## src/rtl/div_pkg.sv

```systemverilog
// Shared definitions for the sequential divider: FSM encoding, special-case
// classification and the constant results returned for those cases.
package div_pkg;

  typedef enum logic [2:0] {
    ST_IDLE,
    ST_PREP,
    ST_CALC,
    ST_FIX,
    ST_DONE
  } state_e;

  typedef enum logic [1:0] {
    SPEC_NONE,
    SPEC_DIV0,
    SPEC_OVF
  } special_e;

  typedef struct packed {
    logic quo_neg;
    logic rem_neg;
  } sign_t;

  // Constants are sized for the widest supported operand; users slice to WIDTH.
  localparam int unsigned MAX_WIDTH = 64;
  localparam logic [MAX_WIDTH-1:0] DIV0_QUOTIENT = '1;
  localparam logic [MAX_WIDTH-1:0] OVF_REMAINDER = '0;

endpackage

```

## src/rtl/div_core.sv

```systemverilog
// Restoring divider datapath: one quotient bit per step, MSB first.
// The quotient register doubles as the dividend shift register.
module div_core #(
  parameter int WIDTH = 32
) (
  input  logic             clk,
  input  logic             rst,
  input  logic             start_i,
  input  logic             step_i,
  input  logic [WIDTH-1:0] dividend_i,
  input  logic [WIDTH-1:0] divisor_i,
  output logic             done_o,
  output logic [WIDTH-1:0] quotient_o,
  output logic [WIDTH-1:0] remainder_o
);

  localparam int CNT_W = $clog2(WIDTH + 1);

  logic [WIDTH:0]   rem_q, rem_d;
  logic [WIDTH-1:0] quo_q, quo_d;
  logic [WIDTH-1:0] div_q, div_d;
  logic [CNT_W-1:0] cnt_q, cnt_d;
  logic [WIDTH+1:0] shifted;
  logic             fits;

  always_comb begin
    rem_d   = rem_q;
    quo_d   = quo_q;
    div_d   = div_q;
    cnt_d   = cnt_q;
    shifted = {rem_q, quo_q[WIDTH-1]};
    fits    = (shifted >= {2'b00, div_q});
    if (start_i) begin
      rem_d = '0;
      quo_d = dividend_i;
      div_d = divisor_i;
      cnt_d = '0;
    end else if (step_i) begin
      rem_d = fits ? (WIDTH+1)'(shifted - {2'b00, div_q}) : shifted[WIDTH:0];
      quo_d = {quo_q[WIDTH-2:0], fits};
      cnt_d = cnt_q + CNT_W'(1);
    end
  end

  always_ff @(posedge clk or posedge rst) begin
    if (rst) begin
      rem_q <= '0;
      quo_q <= '0;
      div_q <= '0;
      cnt_q <= '0;
    end else begin
      rem_q <= rem_d;
      quo_q <= quo_d;
      div_q <= div_d;
      cnt_q <= cnt_d;
    end
  end

  // Asserted while the final iteration is being performed, so the FSM can
  // leave CALC on the same edge that completes it.
  assign done_o      = (cnt_q == CNT_W'(WIDTH - 1));
  assign quotient_o  = quo_q;
  assign remainder_o = rem_q[WIDTH-1:0];

endmodule

```

## src/rtl/div_seq.sv

```systemverilog
// Sequential signed/unsigned integer divider with valid/ready request and
// response handshakes; one operation in flight at a time.
module div_seq
  import div_pkg::*;
#(
  parameter int WIDTH = 32
) (
  input  logic             clk,
  input  logic             rst,
  input  logic             req_valid,
  output logic             req_ready,
  input  logic [WIDTH-1:0] req_a,
  input  logic [WIDTH-1:0] req_b,
  input  logic             req_signed,
  input  logic             req_rem,
  output logic             rsp_valid,
  input  logic             rsp_ready,
  output logic [WIDTH-1:0] rsp_data,
  output logic             busy
);

  localparam logic [WIDTH-1:0] SIGNED_MIN = {1'b1, {(WIDTH-1){1'b0}}};

  state_e           state_q, state_d;
  logic [WIDTH-1:0] a_q, a_d;
  logic [WIDTH-1:0] b_q, b_d;
  logic             sgn_q, sgn_d;
  logic             sel_rem_q, sel_rem_d;
  sign_t            neg_q, neg_d;
  logic [WIDTH-1:0] result_q, result_d;
  logic             rsp_valid_q, rsp_valid_d;

  logic             a_neg, b_neg;
  logic [WIDTH-1:0] mag_a, mag_b;
  special_e         special;
  logic             core_start, core_step, core_done;
  logic [WIDTH-1:0] core_quo, core_rem;
  logic [WIDTH-1:0] fix_quo, fix_rem;

  always_comb begin
    a_neg   = sgn_q & a_q[WIDTH-1];
    b_neg   = sgn_q & b_q[WIDTH-1];
    mag_a   = a_neg ? -a_q : a_q;
    mag_b   = b_neg ? -b_q : b_q;
    special = SPEC_NONE;
    if (b_q == '0) begin
      special = SPEC_DIV0;
    end else if (sgn_q && (a_q == SIGNED_MIN) && (b_q == '1)) begin
      special = SPEC_OVF;
    end
    fix_quo = neg_q.quo_neg ? -core_quo : core_quo;
    fix_rem = neg_q.rem_neg ? -core_rem : core_rem;
  end

  div_core #(
    .WIDTH(WIDTH)
  ) u_core (
    .clk        (clk),
    .rst        (rst),
    .start_i    (core_start),
    .step_i     (core_step),
    .dividend_i (mag_a),
    .divisor_i  (mag_b),
    .done_o     (core_done),
    .quotient_o (core_quo),
    .remainder_o(core_rem)
  );

  // A special-case result enters DONE with rsp_valid still low and is
  // published one cycle later, keeping its latency at two edges.
  always_comb begin
    state_d     = state_q;
    a_d         = a_q;
    b_d         = b_q;
    sgn_d       = sgn_q;
    sel_rem_d   = sel_rem_q;
    neg_d       = neg_q;
    result_d    = result_q;
    rsp_valid_d = rsp_valid_q;
    core_start  = 1'b0;
    core_step   = 1'b0;
    case (state_q)
      ST_IDLE: begin
        if (req_valid) begin
          a_d       = req_a;
          b_d       = req_b;
          sgn_d     = req_signed;
          sel_rem_d = req_rem;
          state_d   = ST_PREP;
        end
      end
      ST_PREP: begin
        neg_d.quo_neg = a_neg ^ b_neg;
        neg_d.rem_neg = a_neg;
        case (special)
          SPEC_DIV0: begin
            result_d = sel_rem_q ? a_q : DIV0_QUOTIENT[WIDTH-1:0];
            state_d  = ST_DONE;
          end
          SPEC_OVF: begin
            result_d = sel_rem_q ? OVF_REMAINDER[WIDTH-1:0] : a_q;
            state_d  = ST_DONE;
          end
          default: begin
            core_start = 1'b1;
            state_d    = ST_CALC;
          end
        endcase
      end
      ST_CALC: begin
        core_step = 1'b1;
        if (core_done) begin
          state_d = ST_FIX;
        end
      end
      ST_FIX: begin
        result_d    = sel_rem_q ? fix_rem : fix_quo;
        rsp_valid_d = 1'b1;
        state_d     = ST_DONE;
      end
      ST_DONE: begin
        if (!rsp_valid_q) begin
          rsp_valid_d = 1'b1;
        end else if (rsp_ready) begin
          rsp_valid_d = 1'b0;
          state_d     = ST_IDLE;
        end
      end
      default: begin
        state_d = ST_IDLE;
      end
    endcase
  end

  always_ff @(posedge clk or posedge rst) begin
    if (rst) begin
      state_q     <= ST_IDLE;
      a_q         <= '0;
      b_q         <= '0;
      sgn_q       <= 1'b0;
      sel_rem_q   <= 1'b0;
      neg_q       <= '0;
      result_q    <= '0;
      rsp_valid_q <= 1'b0;
    end else begin
      state_q     <= state_d;
      a_q         <= a_d;
      b_q         <= b_d;
      sgn_q       <= sgn_d;
      sel_rem_q   <= sel_rem_d;
      neg_q       <= neg_d;
      result_q    <= result_d;
      rsp_valid_q <= rsp_valid_d;
    end
  end

  assign req_ready = (state_q == ST_IDLE);
  assign busy      = (state_q != ST_IDLE);
  assign rsp_valid = rsp_valid_q;
  assign rsp_data  = rsp_valid_q ? result_q : '0;

endmodule

```

## config.mk

```make
export PLATFORM = sky130hd
export DESIGN_NAME = div_seq
export DESIGN_NICKNAME = d
export VERILOG_FILES = /design/src/rtl/div_pkg.sv /design/src/rtl/div_core.sv /design/src/rtl/div_seq.sv
export SDC_FILE = /design/constraint.sdc
export NUM_CORES = 1
export LEC_CHECK = 0
export BUFFER_PORTS_ARGS = -buffer_cell sky130_fd_sc_hd__buf_2
export CORE_MARGIN = 4
export CORE_UTILIZATION = 65
export DETAILED_ROUTE_END_ITERATION = 6
export HOLD_SLACK_MARGIN = 0.05
export PLACE_DENSITY = 0.95
export REMOVE_ABC_BUFFERS = 1
export SLEW_MARGIN = 40
export SYNTH_ARGS = -nofsm -noshare
export SYNTH_HDL_FRONTEND = slang
export SYNTH_SLANG_ARGS = --single-unit
```

## constraint.sdc

```tcl
create_clock -name clk -period 17.59 [get_ports clk]
set_input_delay 1.759 -clock clk [delete_from_list [all_inputs] [get_ports clk]]
set_output_delay 1.759 -clock clk [all_outputs]
set_load 0.02 [all_outputs]
```

* After elaboration in Yosys (flattened, before gate mapping)
Cells that the tools add are included.
** Word-level totals
- Output and inout port bits :: 35
- Flip-flop bits (word level) :: 207
- Word-level logic and storage cells :: 80
** Operators by class
- Order comparisons :: 1
- Reduce and logical (&&, ||, !) cells :: 12
- Bitwise logic cells :: 3
- Add/sub/neg operators :: 6
- Eq/ne operators :: 14
- Multiplexer cells :: 31
** Operator list (count)
- 32-bit two-way mux :: 10
- 32-bit negator :: 4
- 32-bit case mux with 2 select lines :: 2
- 33-bit two-way mux :: 3
- 32-bit equality test (second input constant) :: 2
- 34-bit by 32-bit greater-or-equal comparator with 1-bit output :: 1
- 33-bit by 32-bit subtractor with 33-bit output :: 1
- 32-bit zero test :: 1
- 3-bit two-way mux :: 5
- 3-bit case mux with 5 select lines :: 1
- 6-bit two-way mux :: 2
- 2-bit inequality test (second input constant) :: 4
- 6-bit by 1-bit adder with 6-bit output (second input constant) :: 1
- 3-bit by 2-bit equality test with 1-bit output (second input constant) :: 2
- 6-bit by 5-bit equality test with 1-bit output (second input constant) :: 1
- 2-bit nonzero test :: 3
- 1-bit two-way mux :: 5
- 2-bit two-way mux :: 2
- 2-bit AND reduction :: 2
- 4-bit AND reduction :: 1
- 3-bit by 1-bit equality test with 1-bit output (second input constant) :: 1
- 3-bit equality test (second input constant) :: 1
- 3-bit zero test :: 1
- 3-bit inequality test (second input constant) :: 1
- other kinds (8) :: 10

* Longest topological paths before layout
Gate-level depths: netlist of the first run.
- Word-level depth :: 10
- Mapped depth :: 14
- Gate-level depth less buffers :: 12

* Modules after synthesis
A second synthesis of the first run with hierarchy kept.
** Unflattened totals
- Cell total of the unflattened synthesis :: 1599
- Area, all modules :: 14049.7 um2
** By module, submodules not included
- div_seq :: cells an instance 855, area an instance 7464.7 um2, times used 1
- div_core :: cells an instance 744, area an instance 6585.1 um2, times used 1

* Worst setup path after synthesis of the first run
Ideal clock, no wire load.
- Path type :: register -> register
- Start :: register u_core.quo_q[31], in the netlist u_core.quotient_o[31]
- End :: register u_core.quo_q[0], in the netlist u_core.quotient_o[0]
- Cell stages (with the launch flop) :: 15
- Period minus slack after synthesis :: 3.170 ns
- Setup slack :: 14.420 ns
- Setup time :: 0.118 ns
- Required time :: 17.472 ns
- Buffers on the path :: 2
- Arrival time :: 3.052 ns
- Path through :: dfrtp_1 -> inv_1 -> ha_1 -> inv_1 -> fa_1 -> a21o_1 -> a221oi_1 -> a221o_1 -> a211oi_1 -> or3_1 -> buf_2 -> nand2_1 -> clkbuf_1 -> a21oi_1 -> a21o_1
** Between the ends
- Longest elaborated chain between the ends :: 3
** RTL lines
- start, declared :: RTL line div_core.sv:20 : logic [WIDTH-1:0] quo_q, quo_d;
- start signal, assigned :: RTL line div_core.sv:53 : quo_q <= quo_d;
- 34-bit by 32-bit greater-or-equal comparator with 1-bit output :: RTL line div_core.sv:32 : fits = (shifted >= {2'b00, div_q});
- 32-bit two-way mux :: RTL line div_core.sv:38 : end else if (step_i) begin
- 32-bit two-way mux :: RTL line div_core.sv:33 : if (start_i) begin
Every way passes these cells. The select of a mux whose other input is x is not followed.
A chain may end at the register's enable or synchronous reset.

* Worst setup path in the final report of the first run
- Start :: register a_q[6]
- End :: register u_core.quo_q[5], in the netlist u_core.quotient_o[5]
** Between the ends
- Longest elaborated chain between the ends :: 10
- Elaborated cells on any way between the ends :: 12
** RTL lines
- start, declared :: RTL line div_seq.sv:25 : logic [WIDTH-1:0] a_q, a_d;
- start signal, assigned :: RTL line div_seq.sv:138 : a_q <= '0;
- start signal, assigned :: RTL line div_seq.sv:147 : a_q <= a_d;
- 32-bit equality test (*) :: RTL line div_seq.sv:48 : end else if (sgn_q && (a_q == SIGNED_MIN) && (b_q == '1)) begin
- 1-bit logical AND (*) (2 in series) :: RTL line div_seq.sv:48
- 2-bit two-way mux (*) :: RTL line div_seq.sv:48
- 2-bit two-way mux (*) :: RTL line div_seq.sv:46 : if (b_q == '0) begin
- 2-bit equality test / 2-bit by 1-bit equality test with 1-bit output (equally long branches) :: RTL line div_seq.sv:95 : case (special)
- 2-bit OR reduction (no line) (*)
- 1-bit two-way mux (*) :: RTL line div_seq.sv:95
- 1-bit two-way mux (*) :: RTL line div_seq.sv:82 : case (state_q)
- 32-bit two-way mux / 2-bit nonzero test (equally long branches)
Mark *: on every way between the ends. The rest lies on a longest branch, timed or not.

==> results_dict.tcl, run 1 <==
set metrics [dict create \
    path_cells "or4_1 -> or3_1 -> or4b_4 -> nor2_4 -> or3_2 -> buf_4 -> nor2_1 -> a221o_1" \
    initial_core_util_pct 66.8 \
    grt_pass1_vias 12300 \
    crit_start "a_q[6]$_DFFE_PP0P_" \
    worstSetupEndpoint "u_core.quotient_o[5]$_DFFE_PP0P_" \
    p_per_area_nw_per_um2 228 \
    tritoncts "done" \
    rows 52 \
    die_y_um 153 \
    clock-sinks 207 \
    ys_seq_area_share_pct 37.9 \
    wl_per_cell_um 19.7 \
    netlist_instances 1602 \
    via_per_inst 6.49 \
    grt_usage_pct 32.1 \
    path_depth 8 \
    io_buffers 104 \
    finalSetupViolations 0 \
    synth_edf_count 0 \
    cts_resized 0 \
    finalMaxSlewViolations 0 \
    syn_area_per_cell_um2 8.52 \
    gp_congestion 1.01 \
    clk_pin_slew_ns 0.06 \
    arrival_ns 4.58 \
    die-area_um2 23400 \
    vdd_drop_max_mv 0.131 \
    grt_setup_unrepaired "no" \
    rr_endpoint "u_core.quotient_o[5]$_DFFE_PP0P_" \
    skew_ns 0.0342 \
    gr-total-overflow 0 \
    start_kind "register" \
    r2r-start "a_q[6]$_DFFE_PP0P_" \
    core_um2 20400 \
    fmax_mhz 240 \
    yosys_warnings 0 \
    crit_path_end_kind "register" \
    root_buffer "clkbuf_16" \
    critPathKind "register to register" \
    path_buf_inv 1 \
    syn_area_um2 13700 \
    status "finished, final reports clean" \
    io_pins 105 \
    clk_latency_ns 0.54 \
    clk_path_buf_depth 3 \
    min_path_type "register to register" \
    grt_pass1_wl_mm 62.8 \
    fin_nets 1759 \
    hold_buffers 0 \
    drive_gt1_share_pct 14.3 \
    fp.dieW_um 153 \
    rr_worst_depth 8 \
    cp_slowest_cell "buf_4" \
    drc 0 \
    crit_fanout 60 \
    ys_ff_latch 207 \
    htree_levels 1 \
    via_count 12600 \
    setup.reg_to_reg.worst_slack_ns 13.42 \
    drv_cap 0 \
    place_hpwl_mm 26.7 \
    hold_viol_final 0 \
    ys.flop_type "dfrtp_1" \
    fin_setup_tns_ns 0 \
    period_share_pct 23.7 \
    synth_area_leaders "dfrtp_1, nand2_1, o21ai_0" \
    syn2layout_area_growth_pct 10.0 \
    p_total_uw 3420 \
    synth_cell_types 64 \
    synth_top_area_share_pct 37.9 \
    ant_nets 0 \
    grt_max_degree 133 \
    async_flop_share_pct 100 \
    cp_top_family "simple AND/OR/NAND/NOR gates" \
    crit_path_max_incr_delay_ns 0.64 \
    p_leak_uw 0.00645 \
    antenna_found_initial 1 \
    antenna_cells 0 \
    drtIter0Drc 1113 \
    first_pass_iters 5 \
    post_cts_buffers 0 \
    cts_inserted_buffers 22 \
    post-route-min-period_ns 4.17 \
    synth.largest_area_cell "dfrtp_1" \
    drt_wl_total_mm 38.2 \
    crit_required_ns 18.00 \
    worstMarginPinSlew_ns 0.914 \
    slew-limit-headroom_pct 38.6 \
]
## final cells by class
| type | instances | area [um^2] |
|---|---|---|
| Clock buffer | 33 | 632 |
| Sequential cell | 207 | 5180 |
| Multi-Input combinational cell | 1242 | 7930 |
| Fill cell | 1457 | 5400 |
| Clock inverter | 6 | 68.8 |
| Timing Repair Buffer | 120 | 648 |
| Tap cell | 270 | 338 |
| Inverter | 57 | 226 |
## flip-flops by register name, indices dropped and copies added (netlist names)
| signal | cells |
|---|---|
| u_core.rem_q | 33 |
| a_q | 32 |
| b_q | 32 |
| result_q | 32 |
| u_core.div_q | 32 |
| u_core.quotient_o | 32 |
| u_core.cnt_q | 6 |
| state_q | 3 |
| neg_q | 2 |
| rsp_valid | 1 |
| sel_rem_q | 1 |
| sgn_q | 1 |
## synthesized netlist by cell type, types with 12 or more instances
master    instances
ha_1             38
and3_1           12
nand2b_1         12
nor2_1          114
o211ai_1         12
nor3_1           36
xnor2_1          69
buf_2            15
xor2_1           78
nand2_1         209
o31ai_1          42
or3_1            21
dfrtp_1         207
clkbuf_1         77
and2_1           39
nand3_1          31
or4_1            18
inv_1            57
o21ai_0         141
a31oi_1          35
mux2_2           57
o41ai_1          14
a21o_1           23
a21oi_1          94
nand4_1          21
## metrics by stage
| stage | hold WS, ns | utilization [%] | instance area (um^2) | cells | setup slack [ns] |
|---|---|---|---|---|---|
| after floorplan | 0.441 | - | 13300 | 1506 | 10.18 |
| final | 0.476 | 73.5 | 15000 | 1935 | 13.42 |
| after detailed placement | 0.460 | 70.0 | 14300 | 1896 | 13.59 |
| after global placement | 0.455 | 69.9 | 14300 | 1896 | 13.69 |
| after CTS | 0.477 | 73.5 | 15000 | 1935 | 13.52 |
| after global routing | 0.510 | 73.5 | 15000 | 1935 | 13.30 |
## per-layer routing
layer / share of wire (%) / track usage, % / vias to the layer above / routed length, um
met5: 0 / 0 / - / 0
met4: 4.1 / 12.7 / 0 / 1570
met3: 9.0 / 5.03 / 131 / 3450
met2: 47 / 52.5 / 700 / 17800
met1: 40 / 43.2 / 5909 / 15400
li1: - / - / 5814 / -
## cells by family after synthesis
family | count (synthesis) | share of synthesized area (%)
AOI/OAI and AO/OA | 437 | 20.0
adders and majority gates | 39 | 3.63
muxes | 64 | 5.21
DFF | 207 | 37.9
buffers and inverters | 153 | 4.37
xor gates and xnor gates | 147 | 9.43
and+or+nand+nor | 555 | 19.5
## layout by cell type (no fill, tap or decap), types with 34 or more instances in the layout
master   instances
nand2_1        208
dfrtp_1        204
o21ai_0        141
nor2_1         112
buf_2          104
a21oi_1         94
xor2_1          78
xnor2_1         69
mux2_2          57
inv_1           56
o31ai_1         42
and2_1          39
ha_1            38
a31oi_1         35
nor3_1          34
## worst min-delay path by stage
| stage | from | to | slack, ns | depth (start not counted) |
|---|---|---|---|---|
| after floorplan | result_q[0]$_DFFE_PP0P_ | result_q[0]$_DFFE_PP0P_ | 0.44 | 2 |
| after global placement | result_q[8]$_DFFE_PP0P_ | result_q[8]$_DFFE_PP0P_ | 0.45 | 2 |
| after detailed placement | result_q[10]$_DFFE_PP0P_ | result_q[10]$_DFFE_PP0P_ | 0.46 | 2 |
| after CTS | result_q[14]$_DFFE_PP0P_ | result_q[14]$_DFFE_PP0P_ | 0.48 | 2 |
| after global routing | result_q[30]$_DFFE_PP0P_ | result_q[30]$_DFFE_PP0P_ | 0.51 | 2 |
| final | result_q[14]$_DFFE_PP0P_ | result_q[14]$_DFFE_PP0P_ | 0.48 | 2 |
## power by group
group | internal, uW | leakage [uW] | switching, uW
Sequential | 707 | 0.00252 | 317
Clock | 263 | 0.000341 | 194
Combinational | 791 | 0.00358 | 1150
Total | 1760 | 0.00645 | 1660
## worst reg2reg max path, cell delays in order, from the launching register on
cell     delay, ns
dfrtp_1       0.45
or4_1         0.63
or3_1         0.50
or4b_4        0.63
nor2_4        0.23
or3_2         0.52
buf_4         0.64
nor2_1        0.16
a221o_1       0.29
(Power assumes the default switching activity.)
==> run 2: changes to the inputs <==
--- a/config.mk
+++ b/config.mk
@@ -7,10 +7,10 @@
 export LEC_CHECK = 0
 export BUFFER_PORTS_ARGS = -buffer_cell sky130_fd_sc_hd__buf_2
 export CORE_MARGIN = 4
-export CORE_UTILIZATION = 65
+export CORE_UTILIZATION = 61
 export DETAILED_ROUTE_END_ITERATION = 6
 export HOLD_SLACK_MARGIN = 0.05
-export PLACE_DENSITY = 0.95
+export PLACE_DENSITY = 0.92
 export REMOVE_ABC_BUFFERS = 1
 export SLEW_MARGIN = 40
 export SYNTH_ARGS = -nofsm -noshare
==> constraint.sdc (replaced) <==
create_clock -name clk -period 3.9 [get_ports clk]
set_input_delay 0.39 -clock clk [delete_from_list [all_inputs] [get_ports clk]]
set_output_delay 0.39 -clock clk [all_outputs]
set_load 0.02 [all_outputs]
==> run 2 against run 1 <==
  * Cell area up 2.0%
  * Clock-buffer cell count down 2
  * Non-clock buffer count is 25 higher
  * Combinational power rose to 4.5 times the previous value
  * First-iteration DRC count fell by 2.3%
  * Critical endpoint is now result_q[25]$_DFFE_PP0P_
  * Cell count rose by 1.9%
  * Hold slack got worse by 0.41 ns
  * Clock power rose to 5.0 times the previous value
  * Fmax rose by 17%
==> results_dict.tcl, run 2 (synthesized netlist as in run 1, its figures left out) <==
set metrics [dict create \
    cts_resized 0 \
    hold_viol_final 0 \
    grt_setup_unrepaired "no" \
    min-delay-start "req_a[0]" \
    largest_register_ffs 33 \
    cts_inserted_buffers 23 \
    root_buffer "clkbuf_16" \
    path_cells "or4_1 -> or3_1 -> or4b_4 -> nor2_4 -> o31ai_4 -> buf_4 -> or2_2 -> o221ai_1 -> a21oi_1" \
    vdd_drop_max_mv 0.531 \
    top_register "u_core.rem_q" \
    drtIter0Drc 1087 \
    crit_required_ns 4.31 \
    post_cts_buffers 0 \
    fmax_mhz 280 \
    hold_depth 3 \
    wl_per_cell_um 19.4 \
    drv_cap 0 \
    tritoncts "done" \
    slew-limit-headroom_pct 48.2 \
    grt_pass1_vias 12300 \
    antenna_cells 0 \
    finalSetupViolations 0 \
    start_kind "register" \
    arrival_ns 3.99 \
    finalMaxSlewViolations 0 \
    place_hpwl_mm 27.5 \
    critPathKind "register to register" \
    gp_congestion 0.979 \
    r2r-start "a_q[6]$_DFFE_PP0P_" \
    status "finished, final reports clean" \
    first_pass_iters 5 \
    via_per_inst 6.31 \
    period_share_pct 91.7 \
    clk_latency_ns 0.53 \
    drc 0 \
    grt_usage_pct 30.9 \
    die_y_um 158 \
    grt_pass1_wl_mm 62.6 \
    worstMarginPinSlew_ns 0.766 \
    via_count 12400 \
    min_path_type "input port to register" \
    mostFrequentLayoutCells "nand2_1, dfrtp_1, o21ai_0" \
    layout_setup_ws_ns 0.322 \
    antenna_found_initial 0 \
    hold_slack_ns 0.0659 \
    crit_start "a_q[6]$_DFFE_PP0P_" \
    gr-total-overflow 0 \
    crit_path_max_incr_delay_ns 0.63 \
    core_um2 21900 \
    crit_path_end_kind "register" \
    skew_ns 0.0268 \
    hold_buffers 0 \
    clk_path_buf_depth 3 \
    initial_core_util_pct 62.4 \
    place_ws_ns 0.446 \
    syn2layout_area_growth_pct 12.2 \
    die-area_um2 24800 \
    drt_wl_total_mm 38.2 \
    crit_fanout 17 \
    p_per_area_nw_per_um2 1030 \
    layout_commonest_cell "nand2_1" \
    clock-sinks 207 \
    drive_gt1_share_pct 15.5 \
    post-route-min-period_ns 3.58 \
    htree_levels 1 \
    fin_nets 1785 \
    io_buffers 104 \
    rows 54 \
    io_pins 105 \
    utilization_pct 70.0 \
    cp_slowest_cell "or4b_4" \
    fp.dieW_um 158 \
    rr_worst_depth 9 \
    grt_max_degree 122 \
    clk_pin_slew_ns 0.06 \
    ant_nets 0 \
    p_leak_uw 0.00662 \
]
-- run 2: worst paths after layout --
path                                            end  slack [ns]
setup / recovery           result_q[25]$_DFFE_PP0P_        0.32
hold / removal                   a_q[0]$_DFFE_PP0P_        0.07
setup reg to reg           result_q[25]$_DFFE_PP0P_        0.32
hold reg to reg             result_q[9]$_DFFE_PP0P_        0.47
max in group asynchronous  result_q[30]$_DFFE_PP0P_        2.62
min in group asynchronous   result_q[8]$_DFFE_PP0P_        0.48
-- run 2: routing by layer --
| layer | routed length [um] | vias up | global-route usage [%] |
|---|---|---|---|
| met2 | 18100 | 580 | 51.7 |
| met1 | 15500 | 5857 | 40.1 |
| li1 | - | 5877 | - |
| met4 | 1660 | 0 | 13.2 |
| met3 | 2980 | 124 | 4.81 |
| met5 | 0 | - | 0 |
-- run 2: stage by stage --
stage / cell area (um^2) / setup TNS [ns] / std cells / power, uW
finish: 15300 / 0 / 1971 / 15800
global route: 15300 / 0 / 1971 / 17000
CTS: 15300 / 0 / 1970 / 15600
detailed placement: 14500 / 0 / 1930 / 13200
global placement: 14500 / 0 / 1929 / 12900
floorplan: 13300 / -486.85 / 1506 / 10700
-- run 2: area by class of cell --
class	count	area [um^2]
clock buffers	31	636
clock inverters	9	163
fillers	1667	6570
inverters	57	226
multi-input cells	1242	7910
flip-flops and latches	207	5180
well taps	280	350
repair buffers	145	856
-- run 2: power breakdown --
group	switching (uW)	internal [uW]
clock	893	1410
sequential	1460	3190
combinational	5100	3700
-- run 2: critical path: cells and delay by family, from the launching register on --
family	cells	cell delay [ns]
buf+inv	1	0.27
flops	1	0.44
simple gates	5	2.29
compound gates	3	0.43
